<file path="config.mk">
export PLATFORM = sky130hd
export DESIGN_NAME = decode_issue_flat
export DESIGN_NICKNAME = d
export VERILOG_FILES = /design/src/rtl/decode_issue_pkg.sv /design/src/rtl/decode_issue_if.sv /design/src/rtl/decode_issue_regfile.sv /design/src/rtl/decode_issue.sv /design/src/flat_wrapper.sv
export SDC_FILE = /design/constraint.sdc
export NUM_CORES = 2
export LEC_CHECK = 0
export BUFFER_PORTS_ARGS = -buffer_cell sky130_fd_sc_hd__buf_2
export CORE_MARGIN = 4
export CORE_UTILIZATION = 65
export DETAILED_ROUTE_END_ITERATION = 8
export PLACE_DENSITY = 0.91
export SYNTH_ARGS = -nofsm -noshare
export SYNTH_HDL_FRONTEND = slang
export SYNTH_HIERARCHICAL = 1
export SYNTH_SLANG_ARGS = --single-unit
</file>
<file path="constraint.sdc">
create_clock -name clk -period 7.36 [get_ports clk]
set_input_delay 0.368 -clock clk [delete_from_list [all_inputs] [get_ports clk]]
set_output_delay 0.368 -clock clk [all_outputs]
set_load 0.02 [all_outputs]
</file>
<file path="src/rtl/decode_issue_pkg.sv">
// rtl/decode_issue_pkg.sv - shared opcode/funct constants and field positions
// Used by the decode/issue stage and the downstream ALU.
package decode_issue_pkg;

  localparam logic [5:0] OP_RTYPE = 6'b000000;
  localparam logic [5:0] OP_LW    = 6'b100011;
  localparam logic [5:0] OP_SW    = 6'b101011;
  localparam logic [5:0] OP_BEQ   = 6'b000100;

  localparam logic [5:0] F_ADD = 6'b100000;
  localparam logic [5:0] F_SUB = 6'b100010;
  localparam logic [5:0] F_AND = 6'b100100;
  localparam logic [5:0] F_OR  = 6'b100101;
  localparam logic [5:0] F_SRL = 6'b000010;

  localparam int OP_HI  = 31;
  localparam int OP_LO  = 26;
  localparam int RS_HI  = 25;
  localparam int RS_LO  = 21;
  localparam int RT_HI  = 20;
  localparam int RT_LO  = 16;
  localparam int RD_HI  = 15;
  localparam int RD_LO  = 11;
  localparam int SH_HI  = 10;
  localparam int SH_LO  = 6;
  localparam int FN_HI  = 5;
  localparam int FN_LO  = 0;
  localparam int IMM_HI = 15;
  localparam int IMM_LO = 0;

  typedef enum logic [2:0] {
    K_RTYPE,
    K_LW,
    K_SW,
    K_BEQ,
    K_ILLEGAL
  } instr_kind_e;

  function automatic instr_kind_e classify(input logic [5:0] op, input logic [5:0] fn);
    case (op)
      OP_RTYPE: begin
        if (fn == F_ADD || fn == F_SUB || fn == F_AND || fn == F_OR || fn == F_SRL)
          return K_RTYPE;
        return K_ILLEGAL;
      end
      OP_LW:   return K_LW;
      OP_SW:   return K_SW;
      OP_BEQ:  return K_BEQ;
      default: return K_ILLEGAL;
    endcase
  endfunction

endpackage

</file>
<file path="src/rtl/decode_issue_if.sv">
// rtl/decode_issue_if.sv - instruction, operand-bundle and writeback channels
// slave = decode stage view, master = driver/consumer view.
interface decode_issue_if #(
  parameter int DW        = 32,
  parameter int NREG_LOG2 = 5
);
  logic                 instr_valid;
  logic                 instr_ready;
  logic [31:0]          instr;
  logic                 out_valid;
  logic                 out_ready;
  logic [5:0]           opcode;
  logic [4:0]           shamt;
  logic [5:0]           funct;
  logic [DW-1:0]        in1;
  logic [DW-1:0]        in2;
  logic [DW-1:0]        st_data;
  logic [NREG_LOG2-1:0] dest;
  logic                 illegal;
  logic                 wb_en;
  logic [NREG_LOG2-1:0] wb_addr;
  logic [DW-1:0]        wb_data;

  modport slave (
    input  instr_valid, instr, out_ready, wb_en, wb_addr, wb_data,
    output instr_ready, out_valid, opcode, shamt, funct, in1, in2, st_data, dest, illegal
  );

  modport master (
    output instr_valid, instr, out_ready, wb_en, wb_addr, wb_data,
    input  instr_ready, out_valid, opcode, shamt, funct, in1, in2, st_data, dest, illegal
  );
endinterface

</file>
<file path="src/rtl/decode_issue_regfile.sv">
// rtl/decode_issue_regfile.sv - 2-read/1-write register file, r0 hardwired to zero
// Reads are combinational; the write lands on the clock edge.
module regfile_2r1w #(
  parameter int DW = 32,
  parameter int AW = 5
) (
  input  logic          clk,
  input  logic          rst_n,
  input  logic [AW-1:0] i_raddr_a,
  output logic [DW-1:0] o_rdata_a,
  input  logic [AW-1:0] i_raddr_b,
  output logic [DW-1:0] o_rdata_b,
  input  logic          i_wen,
  input  logic [AW-1:0] i_waddr,
  input  logic [DW-1:0] i_wdata
);
  localparam int NREG = 1 << AW;

  logic [DW-1:0] r_mem [NREG];

  always_ff @(posedge clk or negedge rst_n) begin
    if (!rst_n) begin
      for (int i = 0; i < NREG; i++) r_mem[i] <= '0;
    end else if (i_wen && i_waddr != '0) begin
      r_mem[i_waddr] <= i_wdata;
    end
  end

  assign o_rdata_a = (i_raddr_a == '0) ? '0 : r_mem[i_raddr_a];
  assign o_rdata_b = (i_raddr_b == '0) ? '0 : r_mem[i_raddr_b];
endmodule

</file>
<file path="src/rtl/decode_issue.sv">
// rtl/decode_issue.sv - decode/issue stage with scoreboard hazard stalls
// DECODE_ISSUE_WB_BYPASS_EN: forward same-cycle writeback into pending sources.
module decode_issue
  import decode_issue_pkg::*;
#(
  parameter int DW        = 32,
  parameter int NREG_LOG2 = 5
) (
  input logic           clk,
  input logic           rst_n,
  decode_issue_if.slave bus
);
  localparam int NREG = 1 << NREG_LOG2;

  logic [5:0]           w_op, w_funct;
  logic [4:0]           w_shamt;
  logic [NREG_LOG2-1:0] w_rs, w_rt, w_rd, w_dest;
  logic [15:0]          w_imm;
  instr_kind_e          w_kind;
  logic                 w_use_rs, w_use_rt, w_byp_rs, w_byp_rt;
  logic                 w_hazard, w_ready, w_accept;
  logic [DW-1:0]        w_rf_rs, w_rf_rt, w_rs_val, w_rt_val, w_imm_ext;
  logic [NREG-1:0]      w_set, w_clr;

  logic                 r_out_valid, r_illegal;
  logic [5:0]           r_opcode, r_funct;
  logic [4:0]           r_shamt;
  logic [DW-1:0]        r_in1, r_in2, r_st_data;
  logic [NREG_LOG2-1:0] r_dest;
  logic [NREG-1:0]      r_pend;

  assign w_op      = bus.instr[OP_HI:OP_LO];
  assign w_rs      = bus.instr[RS_HI:RS_LO];
  assign w_rt      = bus.instr[RT_HI:RT_LO];
  assign w_rd      = bus.instr[RD_HI:RD_LO];
  assign w_shamt   = bus.instr[SH_HI:SH_LO];
  assign w_funct   = bus.instr[FN_HI:FN_LO];
  assign w_imm     = bus.instr[IMM_HI:IMM_LO];
  assign w_imm_ext = {{(DW-16){w_imm[15]}}, w_imm};
  assign w_kind    = classify(w_op, w_funct);

  // SRL shifts rt only; rs is carried through but never checked for hazards.
  assign w_use_rs = (w_kind == K_RTYPE && w_funct != F_SRL) || w_kind == K_LW ||
                    w_kind == K_SW || w_kind == K_BEQ;
  assign w_use_rt = w_kind == K_RTYPE || w_kind == K_SW || w_kind == K_BEQ;
  assign w_dest   = (w_kind == K_RTYPE) ? w_rd : (w_kind == K_LW) ? w_rt : '0;

`ifdef DECODE_ISSUE_WB_BYPASS_EN
  assign w_byp_rs = bus.wb_en && bus.wb_addr == w_rs && w_rs != '0;
  assign w_byp_rt = bus.wb_en && bus.wb_addr == w_rt && w_rt != '0;
`else
  assign w_byp_rs = 1'b0;
  assign w_byp_rt = 1'b0;
`endif

  assign w_hazard = (w_use_rs && r_pend[w_rs] && !w_byp_rs) ||
                    (w_use_rt && r_pend[w_rt] && !w_byp_rt) ||
                    (w_dest != '0 && r_pend[w_dest]);
  assign w_ready  = (!r_out_valid || bus.out_ready) && !w_hazard;
  assign w_accept = bus.instr_valid && w_ready;

  regfile_2r1w #(.DW(DW), .AW(NREG_LOG2)) u_rf (
    .clk       (clk),
    .rst_n     (rst_n),
    .i_raddr_a (w_rs),
    .o_rdata_a (w_rf_rs),
    .i_raddr_b (w_rt),
    .o_rdata_b (w_rf_rt),
    .i_wen     (bus.wb_en),
    .i_waddr   (bus.wb_addr),
    .i_wdata   (bus.wb_data)
  );

  assign w_rs_val = w_byp_rs ? bus.wb_data : w_rf_rs;
  assign w_rt_val = w_byp_rt ? bus.wb_data : w_rf_rt;

  // A same-cycle set for a new destination overrides the writeback clear.
  assign w_set = (w_accept && w_dest != '0) ? (NREG'(1) << w_dest) : '0;
  assign w_clr = bus.wb_en ? (NREG'(1) << bus.wb_addr) : '0;

  always_ff @(posedge clk or negedge rst_n) begin
    if (!rst_n) begin
      r_out_valid <= 1'b0;
      r_illegal   <= 1'b0;
      r_opcode    <= '0;
      r_shamt     <= '0;
      r_funct     <= '0;
      r_in1       <= '0;
      r_in2       <= '0;
      r_st_data   <= '0;
      r_dest      <= '0;
      r_pend      <= '0;
    end else begin
      r_pend <= ((r_pend & ~w_clr) | w_set) & ~NREG'(1);
      if (w_accept) begin
        r_out_valid <= 1'b1;
        r_illegal   <= (w_kind == K_ILLEGAL);
        r_opcode    <= w_op;
        r_shamt     <= w_shamt;
        r_funct     <= w_funct;
        r_dest      <= w_dest;
        r_in1       <= (w_kind == K_ILLEGAL) ? '0 : w_rs_val;
        r_in2       <= (w_kind == K_LW || w_kind == K_SW) ? w_imm_ext :
                       (w_kind == K_ILLEGAL) ? '0 : w_rt_val;
        r_st_data   <= (w_kind == K_SW) ? w_rt_val : '0;
      end else if (bus.out_ready) begin
        r_out_valid <= 1'b0;
      end
    end
  end

  assign bus.instr_ready = w_ready;
  assign bus.out_valid   = r_out_valid;
  assign bus.illegal     = r_illegal;
  assign bus.opcode      = r_opcode;
  assign bus.shamt       = r_shamt;
  assign bus.funct       = r_funct;
  assign bus.in1         = r_in1;
  assign bus.in2         = r_in2;
  assign bus.st_data     = r_st_data;
  assign bus.dest        = r_dest;
endmodule
</file>
<file path="src/flat_wrapper.sv">
// flat-port wrapper written by rule: the top's interface ports become plain ports
module decode_issue_flat import decode_issue_pkg::*;
#(
  parameter int DW        = 32,
  parameter int NREG_LOG2 = 5
)
  (clk, rst_n, bus_instr_valid, bus_instr, bus_out_ready, bus_wb_en, bus_wb_addr, bus_wb_data, bus_instr_ready, bus_out_valid, bus_opcode, bus_shamt, bus_funct, bus_in1, bus_in2, bus_st_data, bus_dest, bus_illegal);
  decode_issue_if #(.DW(DW), .NREG_LOG2(NREG_LOG2)) bus_i ();
  input logic clk;
  input logic rst_n;
  input wire logic [$bits(bus_i.instr_valid)-1:0] bus_instr_valid;
  input wire logic [$bits(bus_i.instr)-1:0] bus_instr;
  input wire logic [$bits(bus_i.out_ready)-1:0] bus_out_ready;
  input wire logic [$bits(bus_i.wb_en)-1:0] bus_wb_en;
  input wire logic [$bits(bus_i.wb_addr)-1:0] bus_wb_addr;
  input wire logic [$bits(bus_i.wb_data)-1:0] bus_wb_data;
  output wire logic [$bits(bus_i.instr_ready)-1:0] bus_instr_ready;
  output wire logic [$bits(bus_i.out_valid)-1:0] bus_out_valid;
  output wire logic [$bits(bus_i.opcode)-1:0] bus_opcode;
  output wire logic [$bits(bus_i.shamt)-1:0] bus_shamt;
  output wire logic [$bits(bus_i.funct)-1:0] bus_funct;
  output wire logic [$bits(bus_i.in1)-1:0] bus_in1;
  output wire logic [$bits(bus_i.in2)-1:0] bus_in2;
  output wire logic [$bits(bus_i.st_data)-1:0] bus_st_data;
  output wire logic [$bits(bus_i.dest)-1:0] bus_dest;
  output wire logic [$bits(bus_i.illegal)-1:0] bus_illegal;
  assign bus_i.instr_valid = bus_instr_valid;
  assign bus_i.instr = bus_instr;
  assign bus_i.out_ready = bus_out_ready;
  assign bus_i.wb_en = bus_wb_en;
  assign bus_i.wb_addr = bus_wb_addr;
  assign bus_i.wb_data = bus_wb_data;
  assign bus_instr_ready = bus_i.instr_ready;
  assign bus_out_valid = bus_i.out_valid;
  assign bus_opcode = bus_i.opcode;
  assign bus_shamt = bus_i.shamt;
  assign bus_funct = bus_i.funct;
  assign bus_in1 = bus_i.in1;
  assign bus_in2 = bus_i.in2;
  assign bus_st_data = bus_i.st_data;
  assign bus_dest = bus_i.dest;
  assign bus_illegal = bus_i.illegal;
  decode_issue #(.DW(DW), .NREG_LOG2(NREG_LOG2)) u_core (.clk(clk), .rst_n(rst_n), .bus(bus_i));
endmodule
</file>
==> reports/qor.txt <==
status -> complete, but fails checks
failing checks -> capacitance limit
number of global-route vias before repair -> 47,400
Final Cycle Share -> 63.76%
Gates resized, CTS repair -> 0
Die Area -> 100,900 um^2
Crit. Startpoint -> bus_instr[29]
unrepaired setup endpoints after global routing -> false
Layout Nets -> 4,523
Worst VDD drop -> 0.0002379 V
number of flops mapped to enable cells by yosys -> 0
worst-path maximum fanout -> 49
busiest grt layer -> met2
min-delay worst type -> primary input to flip-flop
Synth-to-Final Area Change -> 8.911%
Post-DRT Antenna Nets -> 0
Worst Path Required -> 7940 ps
minimum clock period -> 4693 ps
post-synthesis register bit count -> 1,175
Pre-antenna DRT Iters -> 6
ratio of cells with drive above 1 in the final layout -> 42.82%
total CTS buffers -> 114
setup tns final -> 0 ps
Crit Path Category -> primary input to flip-flop
max-cap violations -> 1
CP Cell Sequence -> dlygate4sd3_1 -> buf_2 -> or3_4 -> nor4_4 -> a21o_2 -> buf_4 -> o21ai_1 -> nor4_1 -> a41oi_1 -> and4_1 -> nand2_2 -> mux2_1
Pwr Density -> 271.6 nW/um^2
First DRT Iteration DRCs -> 7,080
reg2reg start -> u_core/r_pend[14]
PortBufs -> 194
die height -> 317.7 um
hold path start -> bus_out_ready
htree depth -> 3
Setup Skew -> 34.37 ps
Num Clock Sinks -> 1,175
Max Fclk -> 0.2131 GHz
row count -> 113
boundary pin count -> 195
area of the core -> 95,010 um^2
clock latency on the worst-skew pair -> 720 ps
Finish-stage setup viols -> 0
via count -> 45,750
critical path's top delay family -> simple AND/OR/NAND/NOR gates
nature of the critical path endpoint -> flip-flop
sequential area share after synthesis -> 47.18%
Initial Util -> 65.60%
Max-slew headroom -> 1.477%
Post-CTS Setup Repair Bufs -> 0
Max stage delay on crit path -> 860 ps
largest net degree at the start of global routing -> 189
grt total ovfl -> 0
die width -> 317.7 um
Hold Slack -> 16.93 ps
Lkg Pwr -> 0.03001 uW
syn avg cell area -> 13.80 um^2
routing usage on met1 -> 48.92%
global placer's final weighted congestion -> 0.9377
initial antenna violation count -> 22
Yosys Warn Count -> 6
clock transition at the registers of the reported paths -> 70 ps
Yosys cell types -> 64
routed wire length -> 204,800 um
drt wl/cell -> 35.14 um
WP data arrival -> 5270 ps
syn_nets -> 4,590
half-perimeter wire length after placement -> 111,800 um
Final Max Tran Viols -> 0
drt drc -> 0
Clock Path Buffers -> 3
first-pass GRT wire length -> 304,000 um
WP buf/inv -> 3
Primary FF master, synth -> dfrtp_1
met2 Usage GRT -> 56.69%
CTS tree -> yes
Netlist Area Pre-Place -> 62,330 um^2
Vias/cell -> 7.851
grt met3 use -> 18.20%
gr usage total -> 39.80%
Setup crit start kind -> primary input
Hold Vio Cnt, Final -> 0
Post-synth ARST share -> 100.0%
root buffer cell -> clkbuf_16
Worst-Margin Slew -> 1467 ps
slowest CP cell -> nand2_2
Post-Synthesis Cells -> 4,516
[metrics by stage]
stage                     total power, uW  instances  utilization, %  worst slack, ps  area (um^2)
after global routing                18950       5816           71.42             2505        67850
after CTS                           18230       5812           71.40             2836        67840
after detailed placement            11910       5582           66.99             2692        63650
after global placement              11620       5582           66.99             2741        63650
final                               18430       5827           71.44             2667        67880
after floorplan                     10810       4516               -             4137        62330
[worst register-to-register path, delay by kind of cell (launching register included)]
kind	cells	cell delay, ps
buffers and inverters	1	480
and+or+nand+nor	4	1250
muxes	3	1400
DFF	1	450
AOI/OAI and AO/OA	1	190
[logic make-up after synthesis]
group           count (synthesis)  synth area share, %
compound gates                551                6.269
buf+inv                       572                4.274
flops                        1175                47.18
mux                          1852                39.24
simple gates                  366                3.039
[sequential cells by signal (all words and copies together), names as in the netlist]
register,count
u_core/bus.dest,5
u_core/bus.shamt,5
u_core/u_rf/r_mem,1024
u_core/bus.funct,6
u_core/bus.in2,32
u_core/bus.illegal,1
u_core/r_pend,31
u_core/bus.st_data,32
u_core/bus.in1,32
u_core/bus.out_valid,1
u_core/bus.opcode,6
[timing repair]
item	4_1_cts	5_1_grt
endpoints found under the setup margin	0	0
hold buffers	16	0
hold endpoints to repair	100	0
[cell usage after synthesis (3+ instances only)]
cell type | count | area share (%)
dfrtp_1 | 1175 | 47
clkbuf_1 | 259 | 1.6
buf_4 | 27 | 0.33
nor3_1 | 30 | 0.24
or3b_2 | 4 | 0.056
nand3_1 | 10 | 0.080
a2111oi_0 | 28 | 0.39
buf_2 | 109 | 0.88
mux2_1 | 30 | 0.54
buf_6 | 36 | 0.65
a22oi_1 | 107 | 1.3
o21ai_0 | 73 | 0.59
o221ai_1 | 28 | 0.39
nand3b_1 | 7 | 0.084
mux4_2 | 367 | 13
buf_1 | 52 | 0.31
nand2_1 | 144 | 0.87
a221oi_1 | 3 | 0.042
o22ai_1 | 30 | 0.30
nor2_1 | 30 | 0.18
nand4b_1 | 4 | 0.056
nor2b_1 | 56 | 0.56
a31o_2 | 3 | 0.042
a21oi_1 | 81 | 0.65
nand2b_1 | 13 | 0.13
nor3b_1 | 5 | 0.060
and2_1 | 8 | 0.080
nor4b_1 | 5 | 0.070
nor4_1 | 34 | 0.34
o31ai_1 | 39 | 0.47
inv_1 | 86 | 0.52
and3_1 | 3 | 0.030
mux2_2 | 1031 | 19
mux2i_1 | 424 | 6.8
a211oi_1 | 76 | 0.92
a22o_1 | 54 | 0.76
a31oi_1 | 7 | 0.070
[routing by layer]
metal / vias to the layer above / part of all wire, %
met2: 4500 / 42
met1: 22860 / 33
met4: 14 / 8.5
met5: - / 0.053
met3: 1384 / 17
li1: 16980 / -
[final timing paths]
kind                                                 to  slack (ps)  depth (start not counted)
worst max-delay path                u_core/bus.shamt[0]        2670                         12
worst min-delay path               u_core/bus.out_valid          20                          3
worst max register to register       u_core/bus.in2[14]        3470                          9
worst min register to register  u_core/u_rf/r_mem[1019]         400                          0
max in group asynchronous        u_core/u_rf/r_mem[336]        5220                          4
min in group asynchronous           u_core/bus.shamt[2]         280                          2
[where the power goes]
part           leakage [uW]  internal [uW]  total [uW]  switching (uW)
Clock               0.00200           3690        6320            2620
Sequential           0.0152           7570        8530             968
Combinational        0.0128           1940        3580            1640
Total                0.0300          13200       18400            5240
[placed cells by master (no fill, tap or decap), types with 28 or more instances in the layout]
cell type,synthesis,layout
a2111oi_0,28,28
a211oi_1,76,76
a21oi_1,81,81
a22o_1,54,54
a22oi_1,107,107
buf_2,109,186
buf_4,27,86
clkbuf_16,0,115
clkbuf_8,0,33
dfrtp_1,1175,1175
inv_1,86,86
mux2_1,30,30
mux2_2,1031,1031
mux2i_1,424,424
mux4_2,367,367
nand2_1,144,127
nor2b_1,56,50
nor3_1,30,30
nor4_1,34,34
o21ai_0,73,73
o221ai_1,28,28
o22ai_1,30,30
o31ai_1,39,39
[final cells by class]
cell class	instances	area, um^2
clock inverter	45	624.3
sequential	1175	29400
multi-input combinational	2769	30500
timing repair buffer	303	1999
fill	5436	27130
tap	1265	1583
clock buffer	169	3411
inverter	86	322.8
antenna	15	37.54
(Power assumes the default switching activity.)
